File: src/rtl/msg_sched_stream.sv
// Streaming SHA-256 / SHA-512 message-schedule engine: takes W0..W15 on a valid/ready
// input, expands W16..W(NUM_ROUNDS-1) from a rolling 16-word window, emits every W_t in order.
module msg_sched_stream #(
    parameter int DATA_WIDTH = 32,
    parameter int NUM_ROUNDS = 64
) (
    input  logic                  clk,
    input  logic                  rst_n,
    input  logic                  start_in,
    input  logic                  abort_in,
    input  logic [DATA_WIDTH-1:0] data_in,
    input  logic                  data_valid_in,
    output logic                  data_ready_out,
    output logic [DATA_WIDTH-1:0] w_out,
    output logic [6:0]            w_round_out,
    output logic                  w_valid_out,
    input  logic                  w_ready_in,
    output logic                  done_out,
    output logic [1:0]            o_FSM_state
);

    typedef enum logic [1:0] {
        IDLE   = 2'b00,
        LOAD   = 2'b01,
        EXPAND = 2'b10,
        DONE   = 2'b11
    } state_t;

    localparam logic [6:0] LAST_LOAD  = 7'd15;
    localparam logic [6:0] LAST_ROUND = 7'(NUM_ROUNDS - 1);

    function automatic logic [DATA_WIDTH-1:0] rotr(input logic [DATA_WIDTH-1:0] x,
                                                   input int unsigned n);
        return (x >> n) | (x << (DATA_WIDTH - n));
    endfunction

    // Only DATA_WIDTH 32 and 64 are legal; anything other than 64 selects the SHA-256 set.
    function automatic logic [DATA_WIDTH-1:0] sigma0(input logic [DATA_WIDTH-1:0] x);
        if (DATA_WIDTH == 64)
            return rotr(x, 1) ^ rotr(x, 8) ^ (x >> 7);
        else
            return rotr(x, 7) ^ rotr(x, 18) ^ (x >> 3);
    endfunction

    function automatic logic [DATA_WIDTH-1:0] sigma1(input logic [DATA_WIDTH-1:0] x);
        if (DATA_WIDTH == 64)
            return rotr(x, 19) ^ rotr(x, 61) ^ (x >> 6);
        else
            return rotr(x, 17) ^ rotr(x, 19) ^ (x >> 10);
    endfunction

    state_t                state;
    state_t                state_nxt;
    logic [6:0]            round;
    logic [DATA_WIDTH-1:0] win [16];
    logic                  adv;
    logic                  load_en;
    logic                  done_set;
    logic [DATA_WIDTH-1:0] w_calc;
    logic [DATA_WIDTH-1:0] w_load;

    // win[15] is the newest word W(t-1), win[0] the oldest W(t-16).
    assign adv            = !w_valid_out || w_ready_in;
    assign w_calc         = sigma1(win[14]) + win[9] + sigma0(win[1]) + win[0];
    assign w_load         = (state == LOAD) ? data_in : w_calc;
    assign data_ready_out = (state == LOAD) && adv;
    assign o_FSM_state    = state;

    always_ff @(posedge clk or negedge rst_n) begin
        if (!rst_n)
            state <= IDLE;
        else
            state <= state_nxt;
    end

    always_comb begin
        state_nxt = state;
        load_en   = 1'b0;
        done_set  = 1'b0;
        case (state)
            IDLE: begin
                if (start_in)
                    state_nxt = LOAD;
            end
            LOAD: begin
                if (data_valid_in && adv) begin
                    load_en = 1'b1;
                    if (round == LAST_LOAD)
                        state_nxt = EXPAND;
                end
            end
            EXPAND: begin
                if (adv) begin
                    load_en = 1'b1;
                    if (round == LAST_ROUND)
                        state_nxt = DONE;
                end
            end
            DONE: begin
                // The last word was loaded on the edge that entered DONE, so any
                // handshake seen here is the final one.
                if (w_valid_out && w_ready_in) begin
                    state_nxt = IDLE;
                    done_set  = 1'b1;
                end
            end
            default: state_nxt = IDLE;
        endcase
        if (abort_in) begin
            state_nxt = IDLE;
            load_en   = 1'b0;
            done_set  = 1'b0;
        end
    end

    always_ff @(posedge clk or negedge rst_n) begin
        if (!rst_n) begin
            round       <= '0;
            w_valid_out <= 1'b0;
            done_out    <= 1'b0;
        end else begin
            done_out <= done_set;
            if (abort_in)
                round <= '0;
            else if (state == IDLE && start_in)
                round <= '0;
            else if (load_en)
                round <= round + 7'd1;

            if (abort_in)
                w_valid_out <= 1'b0;
            else if (load_en)
                w_valid_out <= 1'b1;
            else if (w_ready_in)
                w_valid_out <= 1'b0;
        end
    end

    always_ff @(posedge clk or negedge rst_n) begin
        if (!rst_n) begin
            w_out       <= '0;
            w_round_out <= '0;
            for (int i = 0; i < 16; i++)
                win[i] <= '0;
        end else if (load_en) begin
            w_out       <= w_load;
            w_round_out <= round;
            for (int i = 0; i < 15; i++)
                win[i] <= win[i+1];
            win[15] <= w_load;
        end
    end

endmodule

File: config.mk
export PLATFORM = sky130hd
export DESIGN_NAME = msg_sched_stream
export DESIGN_NICKNAME = d
export VERILOG_FILES = /design/src/rtl/msg_sched_stream.sv
export SDC_FILE = /design/constraint.sdc
export NUM_CORES = 1
export LEC_CHECK = 0
export ABC_AREA = 1
export CAP_MARGIN = 40
export CORE_MARGIN = 2
export CORE_UTILIZATION = 36
export CTS_CLUSTER_DIAMETER = 100
export DETAILED_ROUTE_END_ITERATION = 10
export DONT_BUFFER_PORTS = 1
export SLEW_MARGIN = 15
export SYNTH_ARGS = -nofsm -noshare
export SYNTH_HDL_FRONTEND = slang
export SYNTH_SLANG_ARGS = --single-unit
File: constraint.sdc
create_clock -name clk -period 6.9 [get_ports clk]
set_clock_uncertainty 0.2 [all_clocks]
set_input_delay 1.38 -clock clk [delete_from_list [all_inputs] [get_ports clk]]
set_output_delay 1.38 -clock clk [all_outputs]
set_load 0.01 [all_outputs]
# ---- Word level (Yosys, flattened, before mapping)
# Cells that the tools add are included.
dict set report totals {
  regBits 530
  output_inout_bits 44
  input_bits 38
}
dict set report op_classes {
  muxes 22
  n_bitwise 8
  reduce_logical 10
  n_eq_ne 11
  addsub 4
}
# cell n
set ops {}
lappend ops {{adder 32 bit} 3}
lappend ops {{bitwise XOR 32 bit} 2}
lappend ops {{2-to-1 mux 32 bit} 1}
lappend ops {{OR 13 x 32 -> 32 bit} 1}
lappend ops {{OR 14 x 32 -> 32 bit} 1}
lappend ops {{OR 15 x 32 -> 32 bit} 1}
lappend ops {{OR 25 x 32 -> 32 bit} 1}
lappend ops {{bitwise XOR 32 x 22 -> 32 bit} 1}
lappend ops {{bitwise XOR 32 x 29 -> 32 bit} 1}
lappend ops {{2-to-1 mux 7 bit} 3}
lappend ops {{2-to-1 mux 2 bit} 7}
lappend ops {{!= test 3 bit, second input constant} 4}
lappend ops {{2-to-1 mux 1 bit} 9}
lappend ops {{one-hot mux 2 bit (4 select lines)} 1}
lappend ops {{adder 7 x 1 -> 7 bit, second input constant} 1}
lappend ops {{equality test 7 x 4 -> 1 bit, second input constant} 1}
lappend ops {{equality test 7 x 6 -> 1 bit, second input constant} 1}
lappend ops {{!= test 3 x 2 -> 1 bit, second input constant} 2}
lappend ops {{AND reduction 6 bit} 1}
lappend ops {{nonzero test 3 bit} 2}
lappend ops {{equality test 2 bit, second input constant} 2}
lappend ops {{logical AND 1 bit} 4}
lappend ops {{equality test 2 x 1 -> 1 bit, second input constant} 1}
lappend ops {{zero test 2 bit} 1}
lappend ops {{3 further kinds} 3}

# ---- Longest topological paths before layout
# Gate-level depths: netlist of the first run.
dict set report depth {
  word_depth 9
  ltp_mapped 21
}

# ---- Worst setup path after synthesis of the first run
# No wires, ideal clock.
dict set report synth_path {
  kind {register to register}
  startpoint {register win[50] (netlist bit)}
  endpoint {register win[21] (netlist bit)}
  path_buffers 1
  path_stages_with_launch 20
  t_arrival_ps 3252
  period_less_slack_ps 3582
  path_slack_ps 3318
  setup_ps 130
  path_cell_list {dfrtp_1 clkbuf_1 xnor2_1 xor2_1 fa_1 fa_1 inv_1 ha_1 inv_1 fa_1 inv_1 nand3_1 nand3_1 nand2_1 nand3_1 nand2_1 nand3_1 nand3_1 nand2_1 o21ai_0}
}
dict set report synth_via {
  elab_chain_len 7
}
# element line_no
set synth_lines {}
lappend synth_lines {{start, declared} 55} ;# logic [DATA_WIDTH-1:0] win [16];
lappend synth_lines {{start signal, assigned by index} 149} ;# win[i] <= win[i+1];
lappend synth_lines {{OR 15 x 32 -> 32 bit} 34} ;# return (x >> n) | (x << (DATA_WIDTH - n));
lappend synth_lines {{bitwise XOR 32 bit} 49} ;# return rotr(x, 17) ^ rotr(x, 19) ^ (x >> 10);
lappend synth_lines {{bitwise XOR 32 x 22 -> 32 bit (*)} 49}
lappend synth_lines {{adder 32 bit (*) (3 in series)} 64} ;# assign w_calc = sigma1(win[14]) + win[9] + sigma0(win[1]) + win[0];
lappend synth_lines {{2-to-1 mux 32 bit (*)} 65} ;# assign w_load = (state == LOAD) ? data_in : w_calc;
# Every way passes the cells marked *; elsewhere a longest branch is shown, timed or not.
# A chain may end at the register's enable or synchronous reset.

# ---- Worst setup path after layout of the first run
dict set report layout_path {
  startpoint {register win[58] (netlist bit)}
  endpoint {register win[15] (netlist bit)}
}
dict set report layout_via {
  elab_chain_len 7
  elab_cells_between_ends 8
  classes_between {3 x add/sub; 1 x mux; 4 x bitwise}
}
# element line_no
set layout_lines {}
lappend layout_lines {{OR 13 x 32 -> 32 bit or OR 15 x 32 -> 32 bit (tied branches)} 34}
lappend layout_lines {{bitwise XOR 32 bit (*)} 49}
lappend layout_lines {{bitwise XOR 32 x 22 -> 32 bit (*)} 49}
lappend layout_lines {{adder 32 bit (*) (3 in series)} 64}
lappend layout_lines {{2-to-1 mux 32 bit (*)} 65}
# Marked as above.

==> results of run 1 <==
## metal layers
layer | GRT usage, % | up-vias | wire length [um] | part of all wire (%)
met5 | 0 | - | 0 | 0
li1 | - | 8937 | - | -
met4 | 5.38 | 0 | 1860 | 3.0
met2 | 26.5 | 398 | 27600 | 45
met3 | 3.05 | 96 | 3360 | 5.5
met1 | 24.4 | 8701 | 28600 | 47
## worst min-delay path, delay by kind of cell (launching register included)
family | cells | cell delay, ns
flops | 1 | 0.35
simple gates | 2 | 0.10
## final cells by class
type,count,area [sq um],area share (%)
diodes,1,2.50,0.00900
clock buffers,79,1620,5.82
clock inverters,22,297,1.07
inverters,299,1130,4.06
multi-input cells,2035,10100,36.5
flip-flops and latches,530,13300,47.7
well taps,940,1180,4.23
repair buffers,14,170,0.612
## state kept, by name, summed over array words and instances, names as in the netlist
register,count
win,512
round,7
w_round_out,7
o_FSM_state,2
done_out,1
w_valid_out,1
## cells in the final DEF (no fill, tap or decap), types with 13 or more instances in the layout
cell type  netlist  layout
nand2_1       1396    1396
xor2_1          67      67
nor2_1          81      80
ha_1            37      36
fa_1            62      62
dfrtp_1        530     530
xnor2_1         66      66
inv_1          297     297
clkbuf_16        0      56
nand3_1         55      55
o21ai_0        190     190
clkbuf_8         0      13
a21oi_1         37      37
## kinds of logic (layout without fill, tap and decap cells)
family,Yosys count,in the layout,share of synthesized area [%]
DFF,530,530,51.9
adders and majority gates,99,99,6.67
xor gates and xnor gates,133,133,4.56
buffers and inverters,503,414,8.38
and+or+nand+nor,1545,1545,23.1
other,0,1,0
AOI/OAI and AO/OA,258,258,5.34
## cell usage after synthesis
library cell	n
nand2_1	1396
dfrtp_1	530
inv_1	297
o21ai_0	190
clkbuf_1	85
buf_2	83
nor2_1	81
xor2_1	67
xnor2_1	66
fa_1	62
nand3_1	55
a21oi_1	37
ha_1	37
buf_4	33
a22oi_1	8
o22ai_1	7
nor3_1	4
o21bai_1	4
buf_6	3
nand3b_1	3
nand4_1	3
o211ai_1	3
o31ai_1	3
a21boi_0	2
inv_2	2
or2_2	2
a21boi_1	1
a21o_1	1
a2bb2oi_1	1
a32oi_1	1
and2_1	1
## how the worst max path moves through the flow
| stage | endpoint | slack, ns | startpoint |
|---|---|---|---|
| after floorplan | win[21] | 3.32 | win[50] |
| after global placement | win[50] | 2.51 | o_FSM_state[1] |
| after detailed placement | win[50] | 2.82 | data_valid_in |
| after CTS | data_ready_out | 2.77 | o_FSM_state[1] |
| after global routing | win[50] | 2.54 | o_FSM_state[1] |
| final | win[15] | 2.87 | win[58] |
## stage by stage
stage          util [%]  hold slack, ns  setup slack (ns)  instance area (sq um)  instances
2_1_floorplan         -           0.242              3.32                  25500       3068
3_3_place_gp       36.8           0.253              2.51                  25800       3816
3_5_place_dp       36.9           0.258              2.82                  25900       3818
4_1_cts            39.6           0.270              2.77                  27800       3919
5_1_grt            39.6           0.272              2.54                  27800       3920
6_report           39.6           0.265              2.87                  27800       3920
==> results.cfg, run 1 <==
[timing]
fmax_mhz = 248
hold_violations = 0
final.setup.tns_ns = 0
period_minus_slack_ns = 4.03
final_max_slew_viol_count = 267
tightest_slew_ns = 2.19
setup_violations = 0
rsz0062_at_grt = false
finalCritPeriodShare_pct = 58.4
relSlewSlack_pct = -46.0

[floorplanning]
pin_count = 82
initial_core_util_pct = 36.4
core_sq_um = 70100
die_area_sq_um = 73100
rows = 97
die_width_um = 270
dieHeight_um = 270

[setup_path]
worstReg2RegStart = win[58]
rrSetupSlack_ns = 2.87
setup.worst_path.end_class = register
crit_arrival_ns = 4.37
cp_top_family = adder cells
max_stage_delay_ns = 0.61
cpMostUsedCell = nand2_1
crit_buf_inv = 1
cp_max_fo = 5
rr_worst_depth = 14
worst_path_max_delay_cell = fa_1
regToRegEndpoint = win[15]
path_class = reg -> reg
crit_required_ns = 7.24
critPathLaunchType = register
cp.depth = 14
crit_path_cell_trace = xnor2_1, xor2_1, fa_1, fa_1, inv_1, ha_1, nand2_1, nor2_1, and2_1, nand2_1, nand2_1, xor2_1, nand2_1, a21boi_0

[run_status]
status = finished with violations
violations = max-slew violations

[clock_tree]
cts_hold_buf = 0
tritoncts = yes
postCtsSetupBuffers = 0
numCtsBuffers = 55
clkTransAtPathRegs_ns = 0.06
ctsResizeCount = 0
max-clock-path-buffers = 3
htree_levels = 2
clk_latency_ns = 0.62
root_buffer = clkbuf_16
clkSinkCount = 530

[hold_path]
hold_path_depth = 2
min_to = win[141]
min_from = win[109]
hold_class = reg -> reg

[synthesis]
synth_cells = 3068
syn_nets = 3205
ys_ff_latch = 530
ys_seq_area_share_pct = 51.9
syn_avg_cell_area_sq_um = 8.32
ys_warn_count = 0
synth_area_leaders = dfrtp_1 (52%), nand2_1 (21%), fa_1 (4.9%)
synth_top_cell_by_area = dfrtp_1
synth_top_cell_area_share_pct = 51.9
synth_area_sq_um = 25500
synth_cell_type_count = 31

[placed_design]
dp_hpwl_um = 42200
port_buffers = 0
globalplace.congestion = 0.939

[run]
cap_violations = 0

[route]
avgRoutedWirePerCell_um = 15.7
vias_per_cell = 4.63
drtAntennaViolNets = 0
drt_first_pass_iters = 6
drtIter0Drc = 1688
vias = 18100
remaining_drc_errors = 0
drt-total-wl_um = 61400

[grt]
overflow = 0
antenna_found_initial = 1
grt_pass1_wl_um = 99500
grt_max_degree = 531
grt_pass1_vias = 17500
track_usage_pct = 17.1

[cells_and_area]
drive_above_1_share_pct = 3.73
area_growth_pct = 8.87
nNetsFinal = 3072
fillers = 7256
Power of run 1 is not shown: default switching activity piles up to over one toggle a cycle in this logic, so the estimate is an artifact.
==> run 2, diff against run 1 <==
==> constraint.sdc (replaced) <==
create_clock -name clk -period 3.9 [get_ports clk]
set_clock_uncertainty 0.2 [all_clocks]
set_input_delay 0.78 -clock clk [delete_from_list [all_inputs] [get_ports clk]]
set_output_delay 0.78 -clock clk [all_outputs]
set_load 0.01 [all_outputs]
==> run 2 against run 1 <==
The flow finishes with violations (negative hold slack, max-slew violations); sequential share of layout area is 1.3 points lower; cell area up 2.9%; first-iteration DRC count increased by 0.41%; non-clock buffer count up 48; wire length rose by 5.0%; global-route usage is 0.77 points higher; hold slack worse by 0.56 ns; flip-flop and latch count is the same; via count grew 0.94%; largest cell class unchanged.
==> results.cfg, run 2 (same netlist as run 1, synthesis figures left out) <==
[setup_path]
setup.worst_path.end_class = register
crit_path_cell_trace = xnor2_2, xor2_1, fa_1, fa_1, inv_1, ha_2, nand2_1, inv_1, a21oi_1, nand3_1, nand3_1, nand2_1, nand2_1, nand3_1, nand2_1, nand2_1
rrSetupSlack_ns = 0.14
endpoint = win[20]
crit_path_start = win[53]
crit_arrival_ns = 4.09
regToRegEndpoint = win[20]
max_stage_delay_ns = 0.55
critPathLaunchType = register
worstReg2RegStart = win[53]
cp_max_fo = 5
cpMostUsedCell = nand2_1
path_class = reg -> reg
crit_required_ns = 4.23
rr_worst_depth = 16
worst_path_max_delay_cell = fa_1

[placed_design]
placed_area_sq_um = 26200
numPlacedInstances = 3858
dp_hpwl_um = 44900
port_buffers = 0
globalplace.congestion = 0.966

[run_status]
violations = negative hold slack, max-slew violations
status = finished with violations

[cells_and_area]
regMostFlops = win
layout_commonest_cell = nand2_1
antenna_cells = 0
stdcell_area_sq_um = 28600
final_cells = 3964
drive_above_1_share_pct = 8.00
largest_reg_flops = 512
fillers = 7157
nNetsFinal = 3121
register_area_sq_um = 13300
final_cell_mix = nand2_1 (1383), dfrtp_1 (515), inv_1 (296)
area_growth_pct = 12.0
multiInputGateArea_sq_um = 10600
final_core_util_pct = 40.8
top_regs = win x512, round x7, w_round_out x7

[clock_tree]
clk_latency_ns = 0.63
clkSinkCount = 530
htree_levels = 2
max-clock-path-buffers = 3
tritoncts = yes
numCtsBuffers = 56
clkTransAtPathRegs_ns = 0.07
root_buffer = clkbuf_16

[timing]
final.setup.tns_ns = 0
relSlewSlack_pct = -23.5
fmax_mhz = 266
tightest_slew_ns = 1.85
hold_violations = 276
finalCritPeriodShare_pct = 96.5
setup_violations = 0
rsz0062_at_grt = true
hold_ws_ns = -0.300
final_max_slew_viol_count = 246
period_minus_slack_ns = 3.76

[run]
cap_violations = 0

[route]
avgRoutedWirePerCell_um = 16.3
vias = 18300
drt_first_pass_iters = 5
drtAntennaViolNets = 0
vias_per_cell = 4.62
drtIter0Drc = 1695
remaining_drc_errors = 0
drt-total-wl_um = 64500

[grt]
grt_pass1_wl_um = 104000
track_usage_pct = 17.9
grt_max_degree = 531
overflow = 0
grt_pass1_vias = 17900
antenna_found_initial = 0

[floorplanning]
core_sq_um = 70100
initial_core_util_pct = 36.4
pin_count = 82
rows = 97
dieHeight_um = 270
die_area_sq_um = 73100
die_width_um = 270

[hold_path]
hold_class = in -> async
run 2: cell count changes in the layout (fill, tap and decap cells not counted), sizes merged:
| cell | previous run | this run |
|---|---|---|
| buf | 14 | 62 |
| clkbuf | 79 | 78 |
| clkinv | 13 | 8 |
| clkinvlp | 1 | 4 |
| diode | 1 | 0 |
run 2: final cells by class:
type | instances | share of cell area [%]
flip-flops and latches | 530 | 46.5
multi-input cells | 2035 | 37.0
clock buffers | 78 | 5.61
well taps | 940 | 4.11
inverters | 299 | 3.95
repair buffers | 62 | 1.93
clock inverters | 20 | 0.950
run 2: how the worst min path moves through the flow:
stage	start	endpoint	cells past startpoint
2_1_floorplan	win[100]	win[100]	2
3_3_place_gp	win[323]	win[323]	2
3_5_place_dp	win[264]	win[296]	2
4_1_cts	rst_n	done_out	0
5_1_grt	rst_n	done_out	0
6_report	rst_n	w_round_out[1]	0
run 2: what timing repair did:
item | CTS | global route
resized for setup | 21 | 79
buffers inserted | 0 | 9
pin swaps | 7 | 37
hold endpoints to repair | 530 | 530
setup endpoints to repair | 9 | 23
run 2: worst max-delay path, delay by kind of cell (launching register included):
kind	cells	cell delay, ns
AOI/OAI and AO/OA	1	0.21
xor gates and xnor gates	2	0.46
adders and majority gates	3	1.35
buffers and inverters	2	0.11
DFF	1	0.50
and+or+nand+nor	8	0.86
run 2: per-layer routing:
metal	GRT usage (%)	wire (um)
met5	0	0
met4	5.48	2070
met3	3.28	3600
met2	27.6	28600
met1	25.6	30200
run 2: through the flow:
| stage | hold slack [ns] | setup slack, ns |
|---|---|---|
| 2_1_floorplan | 0.242 | 0.318 |
| 3_3_place_gp | 0.253 | -0.152 |
| 3_5_place_dp | 0.258 | -0.151 |
| 4_1_cts | -0.269 | 0.00935 |
| 5_1_grt | -0.326 | -0.0211 |
| 6_report | -0.300 | 0.137 |
Power of run 2 is left out for the same reason.
==> run 3, diff against run 2 <==
--- a/config.mk
+++ b/config.mk
@@ -6,12 +6,12 @@
 export NUM_CORES = 1
 export LEC_CHECK = 0
 export ABC_AREA = 1
+export BUFFER_PORTS_ARGS = -buffer_cell sky130_fd_sc_hd__buf_2
 export CAP_MARGIN = 40
 export CORE_MARGIN = 2
 export CORE_UTILIZATION = 36
 export CTS_CLUSTER_DIAMETER = 100
 export DETAILED_ROUTE_END_ITERATION = 10
-export DONT_BUFFER_PORTS = 1
 export SLEW_MARGIN = 15
 export SYNTH_ARGS = -nofsm -noshare
 export SYNTH_HDL_FRONTEND = slang
==> run 3 against run 2 <==
The flow now finishes without violations; fmax fell by 0.29%; hold slack gained 0.48 ns; flip-flop and latch count unchanged; critical endpoint is now win[15].
==> results.cfg, run 3 (same netlist as run 1, synthesis figures left out) <==
[floorplanning]
dieHeight_um = 270
pin_count = 82
die_area_sq_um = 73100
initial_core_util_pct = 36.4
die_width_um = 270
core_sq_um = 70100
rows = 97

[grt]
grt_pass1_vias = 18400
antenna_found_initial = 2
track_usage_pct = 18.3
overflow = 0
grt_max_degree = 202
grt_pass1_wl_um = 106000

[cells_and_area]
area_growth_pct = 15.0
largest_reg_flops = 512
final_cell_mix = nand2_1 (1379), dfrtp_1 (515), inv_1 (290)
regMostFlops = win
antenna_cells = 0
nNetsFinal = 3224
top_regs = win x512, round x7, w_round_out x7
drive_above_1_share_pct = 11.7
final_cells = 4074
layout_commonest_cell = nand2_1

[hold_path]
min_from = data_in[3]
hold_class = in -> reg
min_to = win[3]
hold_path_depth = 3

[setup_path]
rr_worst_depth = 16
rrSetupSlack_ns = 0.13
setup.worst_path.end_class = register
worstReg2RegStart = win[52]
crit_required_ns = 4.25
critPathLaunchType = register
path_class = reg -> reg
cp_max_fo = 5
regToRegEndpoint = win[15]
crit_arrival_ns = 4.13

[run]
cap_violations = 0

[timing]
final.setup.tns_ns = 0
final_max_slew_viol_count = 0
period_minus_slack_ns = 3.77
relSlewSlack_pct = 38.0
setup_violations = 0
fmax_mhz = 265
finalCritPeriodShare_pct = 96.8
hold_violations = 0
tightest_slew_ns = 0.930
rsz0062_at_grt = true
hold_ws_ns = 0.181

[clock_tree]
tritoncts = yes
htree_levels = 2
clkSinkCount = 530
clkTransAtPathRegs_ns = 0.07
numCtsBuffers = 57
root_buffer = clkbuf_16
max-clock-path-buffers = 3
clk_latency_ns = 0.63

[route]
remaining_drc_errors = 0
drt_first_pass_iters = 5
drtIter0Drc = 1665
drtAntennaViolNets = 0
drt-total-wl_um = 65800
vias_per_cell = 4.63
vias = 18900
avgRoutedWirePerCell_um = 16.2

[placed_design]
dp_hpwl_um = 46600
port_buffers = 81
numPlacedInstances = 3959
globalplace.congestion = 0.941

[run_status]
status = completed
==> run 3: worst max-delay path by stage <==
stage | start | endpoint | depth (start not counted)
2_1_floorplan | win[50] | win[21] | 19
3_3_place_gp | win[55] | win[15] | 16
3_5_place_dp | win[55] | win[15] | 16
4_1_cts | win[58] | win[30] | 17
5_1_grt | win[53] | win[14] | 15
6_report | win[52] | win[15] | 16
==> run 3: cell type report <==
class / instances / area, sq um
Multi-Input combinational cell: 2035 / 10600
Tap cell: 940 / 1180
Sequential cell: 530 / 13300
Clock buffer: 76 / 1590
Clock inverter: 30 / 312
Timing Repair Buffer: 164 / 1240
Fill cell: 7177 / 40800
Inverter: 299 / 1130
==> run 3: worst max-delay path, cell delays in order, from the launching register on <==
cell and delay (ns):
dfrtp_2 0.49, xnor2_2 0.18, xor2_1 0.20, fa_1 0.48, fa_1 0.49, inv_1 0.08
ha_2 0.21, inv_1 0.06, fa_2 0.35, inv_2 0.08, nand2_1 0.07, nand3_2 0.09
nand2_1 0.07, nand2_2 0.12, xor2_2 0.23, nand2_2 0.12, a21boi_1 0.16
==> run 3: metal layers <==
layer | GRT usage [%] | share of wire [%]
met4 | 5.89 | 3.0
met2 | 28.1 | 45
met3 | 3.16 | 5.7
met1 | 26.3 | 46
met5 | 0 | 0
==> run 3: repair_timing <==
action	CTS	global route
hold buffers	1	0
endpoints found under the setup margin	4	25
resized for setup	15	101
pin swaps	1	47
endpoints found under the hold margin	63	0
setup buffers	1	7
==> run 3: through the flow <==
stage | setup slack (ns) | utilization (%) | area (sq um)
final | 0.126 | 41.8 | 29300
after floorplan | 0.318 | - | 25500
after detailed placement | -0.193 | 38.3 | 26900
after global routing | -0.0254 | 41.8 | 29300
after global placement | -0.204 | 38.3 | 26900
after CTS | 0.00563 | 41.1 | 28800
Power of run 3 is left out for the same reason.
